--- config.mk ---
export PLATFORM = sky130hd
export DESIGN_NAME = slot_release_engine
export DESIGN_NICKNAME = d
export VERILOG_FILES = /design/src/rtl/slot_release_engine.sv
export SDC_FILE = /design/constraint.sdc
export NUM_CORES = 1
export LEC_CHECK = 0
export ABC_AREA = 1
export CAP_MARGIN = 20
export CORE_MARGIN = 2
export CORE_UTILIZATION = 60
export CTS_CLUSTER_SIZE = 20
export DETAILED_ROUTE_END_ITERATION = 10
export PLACE_DENSITY = 0.86
export SYNTH_ARGS = -nofsm -noshare
export SYNTH_HDL_FRONTEND = slang
export SYNTH_SLANG_ARGS = --single-unit
--- constraint.sdc ---
create_clock -name clk -period 3.3 [get_ports clk]
set_clock_uncertainty 0.05 [all_clocks]
set_input_delay 0.66 -clock clk [delete_from_list [all_inputs] [get_ports clk]]
set_output_delay 0.66 -clock clk [all_outputs]
set_load 0.01 [all_outputs]
--- src/rtl/slot_release_engine.sv ---
// Release-side companion to the HDU slot allocator: tracks leases from grants,
// turns completions and lease expiries into one registered free per cycle.
`ifndef HDU_MAX_SLOTS
`define HDU_MAX_SLOTS 4
`endif
`ifndef HDU_SLOT_ID_WIDTH
`define HDU_SLOT_ID_WIDTH 3
`endif

// state   | meaning
// IDLE    | slot free at the allocator, not tracked
// LEASED  | granted, lease counter running, waiting for done or expiry
// PENDING | finished or expired, queued for release to the allocator
module slot_release_engine #(
  parameter int MAX_SLOTS_P    = `HDU_MAX_SLOTS,
  parameter int LEASE_CYCLES_P = 1024,
  localparam int SLOT_W = `HDU_SLOT_ID_WIDTH,
  localparam int CNT_W  = $clog2(LEASE_CYCLES_P + 1),
  localparam int LCNT_W = $clog2(MAX_SLOTS_P + 1)
) (
  input  logic                   clk,
  input  logic                   rst_n,
  input  logic                   alloc_valid,
  input  logic                   alloc_success,
  input  logic [SLOT_W-1:0]      alloc_slot_id,
  input  logic                   done_valid,
  input  logic [SLOT_W-1:0]      done_slot_id,
  output logic                   free_en,
  output logic [SLOT_W-1:0]      free_slot_id,
  output logic [MAX_SLOTS_P-1:0] leased,
  output logic [LCNT_W-1:0]      lease_count,
  output logic                   timeout_pulse,
  output logic [SLOT_W-1:0]      timeout_slot_id,
  output logic                   spurious_done,
  output logic                   grant_err
);

  // A zero lease period would give a zero-width counter; keep at least one bit.
  localparam int CW = (CNT_W < 1) ? 1 : CNT_W;

  localparam logic [1:0] IDLE    = 2'd0;
  localparam logic [1:0] LEASED  = 2'd1;
  localparam logic [1:0] PENDING = 2'd2;

  logic [1:0]        st_q  [MAX_SLOTS_P];
  logic [1:0]        st_d  [MAX_SLOTS_P];
  logic [CW-1:0]     cnt_q [MAX_SLOTS_P];
  logic [CW-1:0]     cnt_d [MAX_SLOTS_P];

  logic              grant;
  logic              g_hit;
  logic              d_hit;
  logic              grant_ok;
  logic              done_ok;
  logic              exp_hit;
  logic [SLOT_W-1:0] exp_id;
  logic              rel_any;
  logic [SLOT_W-1:0] rel_id;
  logic [LCNT_W-1:0] count_d;

  assign grant = alloc_valid & alloc_success;

  // All decisions are taken against the pre-edge slot states.
  always_comb begin
    g_hit    = 1'b0;
    d_hit    = 1'b0;
    grant_ok = 1'b0;
    done_ok  = 1'b0;
    exp_hit  = 1'b0;
    exp_id   = '0;
    rel_any  = 1'b0;
    rel_id   = '0;
    count_d  = '0;
    for (int i = 0; i < MAX_SLOTS_P; i++) begin
      st_d[i]  = st_q[i];
      cnt_d[i] = cnt_q[i];
      g_hit    = grant && (alloc_slot_id == SLOT_W'(i));
      d_hit    = done_valid && (done_slot_id == SLOT_W'(i));
      case (st_q[i])
        IDLE: begin
          if (g_hit) begin
            st_d[i]  = LEASED;
            cnt_d[i] = CW'(LEASE_CYCLES_P);
            grant_ok = 1'b1;
          end
        end
        LEASED: begin
          if (cnt_q[i] != '0) cnt_d[i] = cnt_q[i] - CW'(1);
          if (d_hit) begin
            st_d[i] = PENDING;
            done_ok = 1'b1;
          end else if ((LEASE_CYCLES_P != 0) && (cnt_q[i] == CW'(1))) begin
            st_d[i] = PENDING;
            if (!exp_hit) begin
              exp_hit = 1'b1;
              exp_id  = SLOT_W'(i);
            end
          end
        end
        PENDING: begin
          if (d_hit) done_ok = 1'b1;
          if (!rel_any) begin
            rel_any  = 1'b1;
            rel_id   = SLOT_W'(i);
            st_d[i]  = IDLE;
            cnt_d[i] = '0;
          end
        end
        default: begin
          st_d[i]  = IDLE;
          cnt_d[i] = '0;
        end
      endcase
      count_d = count_d + LCNT_W'(st_d[i] != IDLE);
    end
  end

  always_comb begin
    for (int i = 0; i < MAX_SLOTS_P; i++) leased[i] = (st_q[i] != IDLE);
  end

  always_ff @(posedge clk or negedge rst_n) begin
    if (!rst_n) begin
      for (int i = 0; i < MAX_SLOTS_P; i++) begin
        st_q[i]  <= IDLE;
        cnt_q[i] <= '0;
      end
      free_en         <= 1'b0;
      free_slot_id    <= '0;
      lease_count     <= '0;
      timeout_pulse   <= 1'b0;
      timeout_slot_id <= '0;
      spurious_done   <= 1'b0;
      grant_err       <= 1'b0;
    end else begin
      for (int i = 0; i < MAX_SLOTS_P; i++) begin
        st_q[i]  <= st_d[i];
        cnt_q[i] <= cnt_d[i];
      end
      free_en       <= rel_any;
      if (rel_any) free_slot_id <= rel_id;
      lease_count   <= count_d;
      timeout_pulse <= exp_hit;
      if (exp_hit) timeout_slot_id <= exp_id;
      spurious_done <= done_valid & ~done_ok;
      grant_err     <= grant & ~grant_ok;
    end
  end

endmodule

# Yosys cells after proc, flatten, opt, wreduce, memory -nomap -nowiden
# Cells that the tools add are included.
[totals]
inputBits = 11
ff_bits = 65
wordCells = 174
[classes]
eq_ne = 29
addsub = 7
n_reduce_logical = 34
bitwise = 5
muxes = 84
[ops]
columns = ["operator", "n"]
rows = [
  ["$mux 11", 11],
  ["$pmux 11 s3", 3],
  ["$eq 11x1->1 const B", 4],
  ["$reduce_bool 11->1", 4],
  ["$sub 11x1->11 const B", 4],
  ["$mux 1", 38],
  ["$mux 3", 12],
  ["$mux 2", 15],
  ["$ne 2x2->1 const B", 11],
  ["$pmux 11 s2", 1],
  ["$pmux 2 s3", 3],
  ["$reduce_bool 2->1", 8],
  ["$eq 3x2->1 const B", 4],
  ["$reduce_and 3->1", 3],
  ["$eq 2x1->1 const B", 4],
  ["$eq 2x2->1 const B", 4],
  ["$logic_and 1x1->1", 8],
  ["$logic_not 2->1", 4],
  ["$reduce_or 2->1", 4],
  ["$eq 3x1->1 const B", 2],
  ["$logic_not 3->1", 2],
  ["$pmux 2 s2", 1],
  ["$add 2x1->3", 1],
  ["$add 3x1->3", 1],
  ["4 further kinds", 7],
]

# Depth between registers and ports, before layout
# Gate-level depths: netlist of the first run.
[logic_depth]
ltp_word = 16
mapped_depth = 13
depth_no_buf = 13

# Worst setup path before layout of the first run
# Ideal clock, no wire load.
[synth_timing]
kind = "input -> register"
from = "input done_valid"
to = "register lease_count[1]"
setup_slack_ns = 0.931
arrival_time_ns = 2.193
stages = 10
required_ns = 3.124
setup_ns = 0.126
path_cell_list = "inv_1 nor2_1 nand3_1 nand2_1 nor2_1 o21bai_1 nand2_1 fa_1 ha_1 ha_1"
[synth_between]
elab_chain_cells = 7
[synth_lines]
columns = ["element", "line", "rtl"]
rows = [
  ["from (decl)", "26", "input logic done_valid,"],
  ["$logic_and 1x1->1", "78", "d_hit = done_valid && (done_slot_id == SLOT_W'(i));"],
  ["$mux 2", "89", "if (d_hit) begin"],
  ["$pmux 2 s3 or $pmux 2 s2 (tied branches)", "79", "case (st_q[i])"],
  ["$reduce_bool 2->1", "114", "count_d = count_d + LCNT_W'(st_d[i] != IDLE);"],
  ["$add 1x1->2", "114", ""],
  ["$add 2x1->3", "114", ""],
  ["$add 3x1->3 (*)", "114", ""],
  ["named net count_d[1]", "59", "logic [LCNT_W-1:0] count_d;"],
  ["to (signal assigned)", "142", "lease_count <= count_d;"],
  ["to (decl)", "31", "output logic [LCNT_W-1:0] lease_count,"],
]
# The timed path passes the listed nets; every way through them passes the cells marked *.
# A chain may end at the register's enable or synchronous reset.

# Worst setup path after layout of the first run
# Ends and elaborated chain as after synthesis.

==> metrics, run 1 <==
critical path's top delay family=adder cells; VDD IR max=between 500 and 600 uV; Synth Area in XOR/XNOR=0.0288; I/O Buffers=25; RR Endpoint=lease_count[1]; number of diodes=0; CP startpoint kind=primary input; R2R Setup Slk=0.69 ns; CP endpoint kind=flop; static leakage=2.54 nW; cell taking the most area after synthesis=dfrtp_1; count of pins over their slew limit=0; DR vias/cell=5.26; #FFs+latches synth=63; DR pass1 iterations=5; Longest Clk Path Bufs=2; critical path type=primary input to flop; root buf cell=clkbuf_8; first-pass GRT wire length=roughly 15000 um; complex-gate fraction of the synthesized area=0.0807; post-detailed-placement half-perimeter wirelength=6550 um; placed instance area=0.00457 mm2; Post-Syn Area per Cell=slightly above 7 um2; Setup crit end=lease_count[1]; outcome=finished clean; Post-synth EDFFs=0; Hold Crit Class=primary input to async pin; Die Span Y=between 80 and 90 um; Via Count=around 3800; Final Cycle Share=0.841; Worst Path Arrival=2.95 ns; DRC Markers=0; setup TNS=0 ns; pin count of the biggest net entering global routing=25; total CTS buffers=9; RSZ-0062 raised after global routing=false; Std-Cell Core Area=around 0.0068 mm2; Synth top area share=0.370; mux cell area share after synthesis=0; Critical Path RT=~3.5 ns; global route overflow=0; Critical Path Stages=11; layout cell share with drive strength beyond 1=0.0736; Final Setup Violations=0; Nets=661; Worst Setup SP=done_valid; Reg area=around 0.0016 mm2; Post-Synthesis Cells=between 500 and 600; simple-gate area share of the yosys netlist=0.326; Die Wd=88.3 um; H-tree Lvls=3; FF-to-FF path depth=9; DRT iter0 DRCs=152; Max Cap Viol=0; most common library cells after synthesis=nand2_1, inv_1, nand3_1; Antenna Nets Post-Route=0; main flop type after synthesis=dfrtp_1; row cnt=30; CTS resizes=0; Reg clk slew, reported paths=~0.07 ns; clk_lat worst skew=0.35 ns; Synth Cell Area=0.00426 mm2; worst reg2reg startpoint=st_q[5]; Post-CTS Setup Repair Bufs=0; die footprint=0.00779 mm2; Met3 Routed Length=413 um; Hold Buf Count CTS=0; most frequent cell after synthesis=nand2_1; power per cell area=942 mW/mm2; metal2 WL=4290 um; GP Congestion=0.869; initial antenna violation count=0; FILL cells=545; Layout area overhead=11.4%; relative slew slack=0.664; post-layout util=0.695; Synth area leaders=dfrtp_1, nand2_1, inv_1; post-synthesis cell type count=33; post-synthesis sequential area ratio=0.370; slew at the pin closest to its max-slew limit=a little over 0.5 ns; adder-cell share of the synthesized area=0.0869; mean routed wirelength per cell=12.5 um; wl on met1=4120 um; Syn. warnings=0; largest stage delay on the critical path=0.52 ns; final wirelength=9000 um; Ports=28; Buf+Inv Stages, Crit Path=2; ys async rst share=1.00; number of global-route vias before repair=3418; CP Max Fanout=3; # clock sinks=63; TritonCTS clock tree=yes; Critical Path, Cell by Cell=clkdlybuf4s50_1, inv_1, nor2_1, nand3_1, nand2_1, nor2_1, o21bai_1, nand2_1, fa_1, ha_1, ha_1; DR top layer=met4; GRT Total Usage=0.246; Final Hold Fails=0; post-route minimum period=2.78 ns; overall power=~4.5 mW; post-route cell area=roughly 0.0047 mm2; Slowest-stage cell, CP=clkdlybuf4s50_1; main combinational cell family by area after synthesis=simple AND/OR/NAND/NOR gates; Fmax=between 300 and 400 MHz; area of the multi-input gates=0.00223 mm2; Initial Util=0.624
==> sequential cells by signal, indices dropped and copies added, names as in the netlist <==
signal	flops
cnt_q	44
free_en	1
free_slot_id	2
grant_err	1
lease_count	3
spurious_done	1
st_q	8
timeout_pulse	1
timeout_slot_id	2
==> worst register-to-register path: stages (launching register included) <==
cell and delay (ns):
dfrtp_1 0.40, inv_1 0.10, ha_1 0.48, inv_1 0.19, a21oi_1 0.20, nand2_1 0.09, nand2_1 0.08, fa_1 0.42
ha_1 0.21, ha_1 0.27
==> cell families after synthesis <==
group                    after synthesis
flip-flops                            63
AO/OA/AOI/OAI                         60
AND/OR/NAND/NOR                      316
other                                  1
XOR/XNOR                              14
buffers and inverters                109
adder cells (fa/ha/maj)               29
==> power breakdown <==
group	internal [mW]	leakage, nW	switching [mW]
clock network	0.332	0.0898	0.294
registers	1.03	0.835	0.219
logic	0.971	1.62	1.63
==> cell type report <==
type / instances / area share
multi-input cells: 421 / 0.471
flip-flops and latches: 63 / 0.332
inverters: 97 / 0.0767
repair buffers: 29 / 0.0580
clock buffers: 15 / 0.0372
well taps: 96 / 0.0253
==> routing by layer <==
| metal | vias up | GRT usage |
|---|---|---|
| met3 | 16 | 0.0410 |
| met1 | 1761 | 0.328 |
| met5 | - | 0 |
| met4 | 0 | 0.0950 |
| met2 | 96 | 0.402 |
| li1 | 1918 | - |
==> placed cells by master, fill, tap and decap left out, drive strengths merged <==
cell type / count
a21oi: 7
and2: 1
buf: 5
clkbuf: 15
clkdlybuf4s50: 24
conb: 2
dfrtp: 63
fa: 1
ha: 28
inv: 97
nand2: 156
nand3: 69
nand3b: 2
nand4: 8
nor2: 68
nor3: 8
o21a: 1
o21ai: 44
o21bai: 5
o221ai: 1
o22ai: 2
or2: 4
xor2: 14
==> worst min path at each step <==
stage / slack [ns] / depth (start not counted) / start / endpoint
after floorplan: 0.31 / 0 / rst_n / cnt_q[0]
after global placement: 0.44 / 2 / cnt_q[5] / cnt_q[5]
after detailed placement: 0.44 / 2 / timeout_slot_id[0] / timeout_slot_id[0]
after CTS: 0.19 / 1 / rst_n / cnt_q[38]
after global routing: 0.21 / 1 / rst_n / cnt_q[40]
final: 0.18 / 1 / rst_n / cnt_q[38]
==> per-stage QoR <==
| stage | hold slack [ns] | instances | setup slack, ns |
|---|---|---|---|
| 2_1_floorplan | 0.314 | 593 | 0.931 |
| 3_3_place_gp | 0.445 | 706 | 0.259 |
| 3_5_place_dp | 0.439 | 706 | 0.199 |
| 4_1_cts | 0.187 | 721 | 0.557 |
| 5_1_grt | 0.205 | 721 | 0.347 |
| 6_report | 0.179 | 721 | 0.524 |
Note: power is estimated with default switching activity, not from simulation.
==> run 2, diff against run 1 <==
Settings changed: CORE_UTILIZATION 60 to 54, PLACE_DENSITY 0.86 to 0.82.
Clock period 3.3 ns to 2.4 ns, I/O delays scaled along.
==> run 2 against run 1 <==
The flow now finishes with violations (setup timing). Clock power is 82% higher. Power is 58% higher. Utilization is 1.5 points higher. Combinational power is 63% higher. Setup slack worse by 0.53 ns. Die area is 11% higher. Non-clock buffer count is 52 higher. Sequential cell count stayed put. Final area is 15% higher. Global-route usage is 0.10 points higher. Largest power group unchanged.
==> metrics, run 2 (synthesis results as in run 1) <==
FF-to-FF path depth=13; Die Span Y=a little over 90 um; VDD IR max=655 uV; placed instance area=0.00487 mm2; post-detailed-placement half-perimeter wirelength=7080 um; CP most frequent cell=nand2_1; failing checks=setup timing; Worst Setup SP=alloc_slot_id[2]; global route overflow=0; GP Congestion=slightly above 0.9; Ports=28; Antenna Nets Post-Route=0; Fmax=415 MHz; Longest Clk Path Bufs=2; # clock sinks=between 60 and 70; Critical Path RT=between 2 and 3 ns; Via Count=4083; number of diodes=0; layout cell share with drive strength beyond 1=0.230; final hold slack=0.179 ns; DRT iter0 DRCs=224; power per cell area=1300 mW/mm2; setup TNS=-0.0102 ns; TritonCTS clock tree=yes; Die Wd=just over 90 um; H-tree Lvls=3; critical path's top delay family=adder cells; GRT Total Usage=0.247; Slowest-stage cell, CP=fa_1; largest stage delay on the critical path=0.42 ns; commonest cells after routing, fill and taps aside=nand2_1, inv_1, dfrtp_1; final wirelength=10800 um; number of global-route vias before repair=3893; Hold Crit Class=primary input to async pin; Setup WS post-layout=-0.0102 ns; I/O Buffers=25; Nets=713; registers with the most flip-flops=cnt_q (44), st_q (8), lease_count (3); pre-CTS setup slack=-0.469 ns; Std-Cell Core Area=0.00769 mm2; Final Hold Fails=0; Initial Util=0.554; Cells after DPL=749; critical path type=primary input to flop; mean routed wirelength per cell=13.8 um; CP endpoint kind=flop; worst reg2reg startpoint=st_q[6]; Layout area overhead=28.0%; total CTS buffers=9; post-route cell area=0.00546 mm2; Max Cap Viol=0; pin count of the biggest net entering global routing=39; count of pins over their slew limit=0; row cnt=32; Worst Path Arrival=about 2.6 ns; Critical Path, Cell by Cell=clkdlybuf4s50_1, inv_2, nand2_2, inv_1, nand3_1, nand2_1, nand2_1, o21bai_1, nand2_1, fa_1, ha_2, ha_1; CP startpoint kind=primary input; initial antenna violation count=0; static leakage=2.93 nW; RSZ-0062 raised after global routing=true; CP Max Fanout=3; commonest non-fill, non-tap cell in the layout=nand2_1; Final Cycle Share=1.00; die footprint=0.00862 mm2; relative slew slack=0.410; Reg with most FFs=cnt_q; outcome=complete, but fails checks; overall power=slightly above 7 mW; FILL cells=554; first-pass GRT wire length=16900 um; Critical Path Stages=12; Largest register FFs=between 40 and 50; Buf+Inv Stages, Crit Path=3; DR vias/cell=5.23; fin cells=780; slew at the pin closest to its max-slew limit=0.885 ns; Final Setup Violations=1; DR pass1 iterations=7; DRC Markers=0; post-route minimum period=2.41 ns; root buf cell=clkbuf_8; Reg clk slew, reported paths=0.08 ns; post-layout util=0.710; clk_lat worst skew=0.36 ns
run 2: where the power goes:
part	internal, mW	switching, mW	total, mW	leakage [nW]
Sequential	1.41	0.295	1.71	0.835
Combinational	1.71	2.52	4.23	1.97
Clock	0.693	0.448	1.14	0.123
run 2: area by class of cell:
type	count	area, um2	share of cell area
flip-flops and latches	63	1580	0.289
well taps	102	128	0.0234
multi-input cells	421	2450	0.449
inverters	97	364	0.0667
clock buffers	9	124	0.0227
clock inverters	7	121	0.0222
repair buffers	81	694	0.127
run 2: metal layers:
metal  track usage  up-vias  routed length [um]
met1         0.302     1912                4600
met4         0.112        0                 289
li1              -     2015                   -
met3        0.0350       32                 532
met5             0        -                   0
met2         0.429      124                5350
run 2: timing repair:
| item | 4_1_cts | 5_1_grt |
|---|---|---|
| setup endpoints to repair | 1 | 5 |
| pin swaps | 6 | 17 |
| gates resized for setup | 11 | 61 |
| hold buffers | 0 | 0 |
| setup buffers | 10 | 5 |
run 2: path summary, 6_finish.rpt:
check,to,slack [ns]
min in group clk,cnt_q[31],0.48
max reg2reg,lease_count[1],0.04
max,lease_count[1],-0.01
max in group asynchronous,st_q[0],1.47
min reg2reg,cnt_q[31],0.48
min,cnt_q[40],0.18
